**src/rtl/seq_detect_sched.sv**
```systemverilog
// seq_detect_sched: round-robin sharing of one serial pattern detector among N_CH bit streams.
// Define SDS_TIMEOUT_EN to add a stall watchdog that aborts a burst after TO_CYC idle cycles.
module seq_detect_sched #(
  parameter int N_CH    = 4,
  parameter int CNT_W   = 8,
  parameter int DET_LAT = 1,
  parameter int TO_CYC  = 16,
  localparam int CH_W   = $clog2(N_CH)
) (
  input  logic              clk,
  input  logic              rst,
  input  logic [N_CH-1:0]   req,
  input  logic [N_CH-1:0]   valid,
  input  logic [N_CH-1:0]   bit_in,
  input  logic [N_CH-1:0]   last,
  output logic [N_CH-1:0]   gnt,
  output logic              det_clr,
  output logic              det_en,
  output logic              det_in,
  input  logic              det_detect,
  output logic              done,
  output logic [CH_W-1:0]   done_ch,
  output logic [CNT_W-1:0]  done_cnt,
  output logic              done_abort,
  output logic              busy
);
  localparam int LAT_W = $clog2(DET_LAT + 1);
  typedef enum logic [2:0] {IDLE, CLR, STREAM, DRAIN, REPORT} state_t;
  state_t state, state_n;
  logic [CH_W-1:0] ch, ptr, pick;
  logic [CNT_W-1:0] cnt;
  logic [LAT_W-1:0] lat;
  logic abort, v, l, stall;
  assign v = valid[ch];
  assign l = valid[ch] & last[ch];
  assign busy = state != IDLE;
`ifdef SDS_TIMEOUT_EN
  localparam int TO_W = $clog2(TO_CYC + 1);
  logic [TO_W-1:0] idle_cyc;
  assign stall = !v && idle_cyc == TO_W'(TO_CYC - 1);
  always_ff @(posedge clk or negedge rst)
    if (!rst) idle_cyc <= '0;
    else idle_cyc <= (state == STREAM && !v) ? idle_cyc + 1'b1 : '0;
`else
  logic unused_to;
  assign unused_to = TO_CYC != 0;
  assign stall = 1'b0;
`endif
  // later iterations override, so the lowest offset from ptr wins
  always_comb begin
    pick = ptr;
    for (int i = N_CH - 1; i >= 0; i--)
      if (req[(int'(ptr) + i) % N_CH]) pick = CH_W'((int'(ptr) + i) % N_CH);
  end
  always_comb begin
    state_n = state;
    gnt = '0;
    det_clr = 1'b0;
    det_en = 1'b0;
    det_in = 1'b0;
    done = 1'b0;
    case (state)
      IDLE: state_n = |req ? CLR : IDLE;
      CLR: begin
        gnt = N_CH'(1) << ch;
        det_clr = 1'b1;
        state_n = STREAM;
      end
      STREAM: begin
        gnt = N_CH'(1) << ch;
        det_en = v;
        det_in = bit_in[ch];
        state_n = (l || !req[ch] || stall) ? DRAIN : STREAM;
      end
      DRAIN: state_n = lat == LAT_W'(DET_LAT - 1) ? REPORT : DRAIN;
      REPORT: begin
        done = 1'b1;
        state_n = IDLE;
      end
      default: state_n = IDLE;
    endcase
    done_ch = done ? ch : '0;
    done_cnt = done ? cnt : '0;
    done_abort = done & abort;
  end
  always_ff @(posedge clk or negedge rst)
    if (!rst) begin
      state <= IDLE;
      ch <= '0;
      ptr <= '0;
      cnt <= '0;
      lat <= '0;
      abort <= 1'b0;
    end else begin
      state <= state_n;
      if (state == IDLE) ch <= pick;
      if (state == CLR) begin
        cnt <= '0;
        abort <= 1'b0;
      end else if ((state == STREAM || state == DRAIN) && det_detect && cnt != '1) cnt <= cnt + 1'b1;
      if (state == STREAM && state_n == DRAIN) abort <= !l;
      lat <= state == DRAIN ? lat + 1'b1 : '0;
      if (state == REPORT) ptr <= ch == CH_W'(N_CH - 1) ? '0 : ch + 1'b1;
    end
endmodule

```
**config.mk**
```make
export PLATFORM = sky130hd
export DESIGN_NAME = seq_detect_sched
export DESIGN_NICKNAME = d
export VERILOG_FILES = /design/src/rtl/seq_detect_sched.sv
export SDC_FILE = /design/constraint.sdc
export NUM_CORES = 1
export LEC_CHECK = 0
export BUFFER_PORTS_ARGS = -buffer_cell sky130_fd_sc_hd__buf_2
export CAP_MARGIN = 40
export CORE_MARGIN = 2
export CORE_UTILIZATION = 53
export DETAILED_ROUTE_END_ITERATION = 12
export GPL_ROUTABILITY_DRIVEN = 0
export HOLD_SLACK_MARGIN = 0.12
export PLACE_DENSITY = 0.81
export SLEW_MARGIN = 20
export SYNTH_ARGS = -nofsm -noshare
export SYNTH_HDL_FRONTEND = slang
export SYNTH_SLANG_ARGS = --single-unit
```
**constraint.sdc**
```tcl
create_clock -name clk -period 5.2 [get_ports clk]
set_input_delay 1.56 -clock clk [delete_from_list [all_inputs] [get_ports clk]]
set_output_delay 1.56 -clock clk [all_outputs]
set_load 0.02 [all_outputs]
```
After elaboration in Yosys (flattened, before gate mapping)
Index checks and enable logic that the tools add are counted.
W data, S select, Z words.
Storage, ports and cells
  output and inout port bits: 20
  word-level logic and storage cells: 86
  register bits: 17
Operators by class
  shift-type cells: 1
  magnitude comparators: 5
  reduce and logical (&&, ||, !) cells: 16
  bitwise logic cells: 5
  $add $sub $neg: 6
  muxes and demuxes: 40
  equal/unequal tests: 7
Operator list (number)
  $mux W8: 3
  $mux W1: 20
  $bmux W1 S2: 8
  $lt A3 B4 Y1 const B: 3
  $mux W2: 6
  $pmux W3 S4: 1
  $eq A3 B2 Y1 const B: 3
  $add A8 B1 Y8 const B: 1
  $ne A8 B8 Y1 const B: 1
  $reduce_or A2 Y1: 4
  $lt A2 B3 Y1 const B: 2
  $add A2 B1 Y2 const B: 2
  $add A2 B2 Y2 const B: 2
  $mux W4: 1
  $reduce_bool A2 Y1: 2
  $reduce_or A4 Y1: 1
  $shl A1 B2 Y4 const A: 1
  $and A1 B1 Y1 const A: 3
  $eq A3 B1 Y1 const B: 1
  $eq A3 B3 Y1 const B: 1
  $logic_and A1 B1 Y1: 3
  $logic_not A3 Y1: 1
  $mux W3: 1
  $reduce_bool A3 Y1: 1
  other kinds (5): 8

Longest topological paths before layout
Gate-level depths: netlist of the first run.
  word-level depth: 10
  gate-level depth with buffers: 5
  depth with buffers taken out: 5

Worst setup path before layout of the first run
OpenSTA, ideal clock, no wires.
  path type: input to output
  from: input valid[1]
  to: output det_en
  data required time: 3.640 ns
  arrival time: 2.331 ns
  stages on the path: 2
  path slack: 1.309 ns
  path through: mux4_2 -> nor3b_1
Between the ends
  word-level cells in the longest chain between the ends: 3
Ends and longest elaborated chain
  start, declared: line 13  | input logic [N_CH-1:0] valid,
  $bmux W1 S2: line 34  | assign v = valid[ch];
  $mux W1 (implied by the code): line 34
  $mux W1: line 62  | case (state)
  end, declared: line 18  | output logic det_en,
No other way between the ends. The select of a mux whose other input is x is not followed.

Worst setup path in the final report of the first run
  from: input bit_in[1]
  to: output det_in
Between the ends
  word-level cells in the longest chain between the ends: 3
Ends and longest elaborated chain
  start, declared: line 14  | input logic [N_CH-1:0] bit_in,
  $bmux W1 S2: line 72  | det_in = bit_in[ch];
  $mux W1 (implied by the code): line 72
  $mux W1: line 62
  end, declared: line 19  | output logic det_in,
No other way between the ends. The select of a mux whose other input is x is not followed.

==> results of run 1 <==
[synth_stat cells, types with 2 or more instances]
master,number
dfrtp_1,16
or4_1,3
nand2_1,6
nor2b_1,2
nor3b_1,3
xor2_1,4
nor2_1,11
mux2_2,2
nor3_1,3
and2_1,15
o21ai_0,6
ha_1,5
nand3_1,2
a21oi_1,5
mux4_2,3
inv_1,5
nand4_1,2
buf_6,2
o211ai_1,2
o31ai_1,2
[sequential cells by signal (all words and copies together) (netlist names)]
name	cells
cnt	8
ch	2
ptr	2
state	2
abort	1
lat	1
[layout make-up]
cell class | count | area share (%)
Tap cell | 27 | 2.45
Timing Repair Buffer | 39 | 14.3
Sequential cell | 16 | 29.0
Multi-Input combinational cell | 94 | 50.2
Clock buffer | 4 | 2.63
Inverter | 5 | 1.36
[worst paths after layout]
path / startpoint / to / slack [ps] / depth (start not counted)
max in group asynchronous: rst / ch[1] / 3770 / 1
min in group asynchronous: rst / state[1] / 1170 / 1
worst min-delay path: abort / abort / 570 / 2
worst max register to register: ch[0] / abort / 3470 / 4
worst min register to register: abort / abort / 570 / 2
worst max-delay path: bit_in[1] / det_in / 1190 / 4
[worst max-delay path, stage by stage]
cell and delay, ps:
buf_2 90, mux4_1 480, nor3b_1 150, buf_2 170
[layout by cell type, fill, tap and decap left out, types with 2 or more instances in the layout]
master / count
mux4_2: 3
mux2_2: 2
nor2b_1: 2
and2_1: 15
o31ai_1: 2
nor3_1: 3
nor3b_1: 3
nand3_1: 2
nor2_1: 11
a21oi_1: 5
nand2_1: 6
inv_1: 5
xor2_1: 4
o211ai_1: 2
dfrtp_1: 16
clkbuf_4: 3
buf_2: 38
or4_1: 3
nand4_1: 2
ha_1: 5
o21ai_0: 6
[stage by stage]
step,area [µm²],power (mW),hold WS [ps],cells,utilization [%]
6_report,1380,0.636,570,185,68.9
5_1_grt,1380,0.693,605,185,68.9
4_1_cts,1380,0.644,578,185,68.9
3_5_place_dp,1340,0.560,563,181,67.1
3_3_place_gp,1340,0.544,547,181,67.1
2_1_floorplan,1140,0.476,528,119,-
[power groups by stage]
| stage | Clock [mW] | Combinational [mW] | Sequential [mW] |
|---|---|---|---|
| 3_3_place_gp | 0 | 0.308 | 0.236 |
| 3_5_place_dp | 0 | 0.323 | 0.237 |
| 2_1_floorplan | 0 | 0.276 | 0.201 |
| 5_1_grt | 0.0915 | 0.356 | 0.246 |
| 6_report | 0.0823 | 0.320 | 0.234 |
| 4_1_cts | 0.0851 | 0.326 | 0.234 |
[routing by layer]
layer | vias to the layer above | part of all wire [%] | global-route usage (%)
met5 | - | 0 | 0
met4 | 0 | 0.28 | 7.21
met3 | 2 | 4.0 | 3.87
met2 | 27 | 54 | 40.1
met1 | 485 | 42 | 26.2
li1 | 508 | - | -
[logic make-up after synthesis]
group	synth area share, %
AO/OA/AOI/OAI	12.7
XOR/XNOR	3.83
adder cells (fa/ha/maj)	5.48
buffers and inverters	4.38
flip-flops	35.0
multiplexers	11.1
AND/OR/NAND/NOR	27.5
==> metrics.yaml, run 1 <==
synthesis.nets: 143
postCtsSetupRepairBufs: 0
max_freq_mhz: 249
start_util_pct: 57.1
finalMaxSlewViolations: 0
cts.repair.resized: 0
synth_area_leaders: "dfrtp_1 35%, and2_1 8.2%, mux4_2 5.9%"
synthArstFlopShare_pct: 100
grt_pass1_wl_mm: 4.25
grt_setup_unrepaired: "false"
fillers: 186
ctsHoldBuffers: 0
antenna_found_initial: 0
fin_setup_tns_ps: 0
wirelength_mm: 2.50
yosys_warnings: 0
dpl_worst_slack_ps: 1180
nets: 183
period_needed_ps: 4010
final_hold_viol_count: 0
dieArea_mm2: 0.00254
yosysSeqAreaShare_pct: 35.0
clkSinkCount: 16
dr.pass1.iters: 4
ant_nets: 0
netlist_area_mm2: 0.00114
path_class: "in -> out"
switching_share_pct: 45.5
num_rows: 16
cts_inserted_buffers: 3
drt_iter0_drc: 18
clockPowerShare_pct: 12.9
final.setup.worst_slack_ps: 1190
p_leak_nw: 0.669
clock_latency_ps: 290
p_comb_share_pct: 50.3
vias: 1022
start_kind: "input pin"
required_ps: 3640
switchingPower_mw: 0.289
remaining_drc_errors: 0
cts-root-buf: "clkbuf_4"
synth-seq-cells: 16
ys_dominant_reg_cell: "dfrtp_1"
cts_buffer_depth: 2
post-route-period-util_pct: 77.2
vdd_drop_max_mv: 0.380
grt_pass1_vias: 963
synth_edf_count: 0
antennaDiodeCount: 0
crit_path_end_kind: "output port"
place.port_buffers: 38
status: "completed"
setup_viol: 0
p_int_mw: 0.347
worst_pin_slew_ps: 681
grt_overflow: 0
dp_hpwl_mm: 1.95
area_delta_synth_final_pct: 20.7
cp.arrival_ps: 2450
vias_per_cell: 5.52
drive_gt1_share_pct: 33.5
ios: 39
cts_tree: "done"
wl_per_cell_um: 13.5
syn_area_per_cell_um2: 9.60
fp.dieW_um: 50.4
path_max_fanout: 1
h-tree-depth: 1
p_seq_share_pct: 36.8
cts.reportedPaths.clkPinSlew_ps: 90
max_slew_margin_pct: 54.3
p_per_area_mw_per_mm2: 461
finClkSkew_ps: 5.97
grt_max_degree: 17
die_h_um: 50.4
core_mm2: 0.00200
seqCellArea_um2: 400
syn-instance-count: 119
synth_top_area_share_pct: 35.0
maxCapViolations: 0
ys_types: 40
track_usage_pct: 22.1
hold_class: "reg -> reg"
yosys.area.top_type: "dfrtp_1"
multi_input_area_um2: 692
Power figures use the tool's default switching activity.
==> run 2, diff against run 1 <==
- CORE_UTILIZATION: 53 -> 44
- PLACE_DENSITY: 0.81 -> 0.71
- clock period: 5.2 -> 3.6 ns (I/O delays scaled with it)
==> run 2 against run 1 <==
Against the previous run: hold slack improved by 1.3 ps; die area rose by 19%; worst setup slack got worse by 650 ps; clock power rose by 48%; wire length rose by 2.4%; count of clock-buffer cells in the layout did not move; critical path depth did not move; final area rose by 0.82%; critical endpoint is now det_en.
==> metrics.yaml, run 2 (same netlist as run 1, synthesis figures left out) <==
grt_overflow: 0  # unchanged
p_int_mw: 0.506  # +46%
finalMaxSlewViolations: 0  # unchanged
max_freq_mhz: 327
track_usage_pct: 18.3  # -3.8 points
dp_hpwl_mm: 1.97  # +0.96%
worst_pin_slew_ps: 520  # -161 ps
vias_per_cell: 5.51  # -0.20%
fp.dieW_um: 55.0  # +9.0%
num_rows: 18  # +2
grt_pass1_vias: 948  # -1.6%
cp.arrival_ps: 1980  # -470 ps
clockPowerShare_pct: 13.1  # +0.2 points
cts_tree: "done"
cts_buffer_depth: 2  # unchanged
max_slew_margin_pct: 65.3  # +11 points
ios: 39  # unchanged
start_util_pct: 46.1  # -11 points
p_comb_share_pct: 49.9  # -0.4 points
drive_gt1_share_pct: 34.0  # +0.42 points
cts-root-buf: "clkbuf_4"
cts_inserted_buffers: 3  # unchanged
fin_setup_tns_ps: 0  # unchanged
nets: 184  # +0.55%
critPathSlowestCell: "mux4_2"
required_ps: 2520  # -1120 ps
period_needed_ps: 3060
die_h_um: 55.0  # +9.0%
p_seq_share_pct: 37.0  # +0.2 points
hold_class: "reg -> reg"
largest_register_ffs: 8  # unchanged
top_register: "cnt"
antenna_found_initial: 0  # unchanged
grt_max_degree: 17  # unchanged
status: "completed"
wirelength_mm: 2.56  # +2.4%
dieArea_mm2: 0.00302  # +19%
final_hold_viol_count: 0  # unchanged
dr.pass1.iters: 6  # +2
switching_share_pct: 45.7  # +0.23 points
postCtsSetupRepairBufs: 0  # unchanged
crit_path_end_kind: "output port"
clkSinkCount: 16  # unchanged
drt_iter0_drc: 11  # -7
vdd_drop_max_mv: 0.438  # +15%
cts.repair.resized: 0  # unchanged
final_common_cell: "buf_2"
stdcell_area_mm2: 0.00139  # +0.82%
fillers: 245  # +32%
wl_per_cell_um: 13.5  # +0.24%
core_mm2: 0.00248  # +24%
clock_latency_ps: 280  # about the same
ctsHoldBuffers: 0  # unchanged
switchingPower_mw: 0.426  # +47%
dpl-instance-area_mm2: 0.00135  # +0.84%
maxCapViolations: 0  # unchanged
h-tree-depth: 1  # unchanged
place.port_buffers: 38  # unchanged
final_cell_mix: "38 x buf_2, 16 x dfrtp_1, 15 x and2_1"
grt_setup_unrepaired: "false"
antennaDiodeCount: 0  # unchanged
grt_pass1_wl_mm: 4.06  # -4.5%
p_per_area_mw_per_mm2: 670  # +45%
slowest_delay_ps: 480  # about the same
path_class: "in -> out"
p_leak_nw: 0.674  # +0.78%
area_delta_synth_final_pct: 21.7
cts.reportedPaths.clkPinSlew_ps: 100  # about the same
finClkSkew_ps: 0.708  # -5.26 ps
ant_nets: 0  # unchanged
start_kind: "input pin"
crit_chain: "buf_2 > mux4_2 > nor3b_1 > buf_2"
worst_path_most_repeated_cell: "buf_2"
remaining_drc_errors: 0  # unchanged
post-route-period-util_pct: 85.1
vias: 1042  # +2.0%
setup_viol: 0  # unchanged
path_max_fanout: 2  # +1
-- run 2: cell types whose count changed in the layout (fill, tap and decap cells not counted), sizes merged --
cell	previous run	this run
buf	39	40
-- run 2: final cells by class --
cell class                      instances  area (µm²)  share of cell area [%]
Multi-Input combinational cell         94         692                    49.8
Sequential cell                        16         400                    28.8
Timing Repair Buffer                   40         205                    14.8
Tap cell                               30        37.5                    2.70
Clock buffer                            4        36.3                    2.61
Inverter                                5        18.8                    1.35
-- run 2: path summary, 6_finish.rpt --
check                           cells after the start     start  endpoint  slack, ps
min in group asynchronous                           1       rst    cnt[7]        690
max in group asynchronous                           1       rst    cnt[3]       2640
worst min register to register                      2     abort     abort        570
worst max register to register                      4     ch[0]     abort       1870
worst max-delay path                                4  valid[3]    det_en        540
worst min-delay path                                2     abort     abort        570
-- run 2: critical path: cells and delay by family --
family	cells	cell delay [ps]
and+or+nand+nor	1	150
buffers and inverters	2	270
muxes	1	480
-- run 2: metal layers --
layer | vias up | global-route usage (%) | wire [µm]
li1 | 509 | - | -
met2 | 25 | 32.1 | 1310
met4 | 0 | 2.44 | 0
met3 | 0 | 3.23 | 112
met5 | - | 0 | 0
met1 | 508 | 24.0 | 1130
-- run 2: per-stage QoR --
| stage | power [mW] | cells | hold WS, ps | utilization, % | setup slack, ps |
|---|---|---|---|---|---|
| after global routing | 1.01 | 189 | 603 | 56.1 | 493 |
| after global placement | 0.794 | 185 | 545 | 54.6 | 562 |
| after detailed placement | 0.816 | 185 | 562 | 54.6 | 534 |
| after CTS | 0.939 | 189 | 577 | 56.1 | 534 |
| after floorplan | 0.688 | 119 | 528 | - | 669 |
| final | 0.931 | 189 | 572 | 56.1 | 537 |
-- run 2: power groups by stage --
stage                     sequential [mW]  combinational, mW  clock [mW]
final                               0.344              0.465       0.122
after global routing                0.359              0.523       0.131
after CTS                           0.344              0.471       0.124
after detailed placement            0.348              0.468           0
after global placement              0.341              0.453           0
after floorplan                     0.290              0.398           0
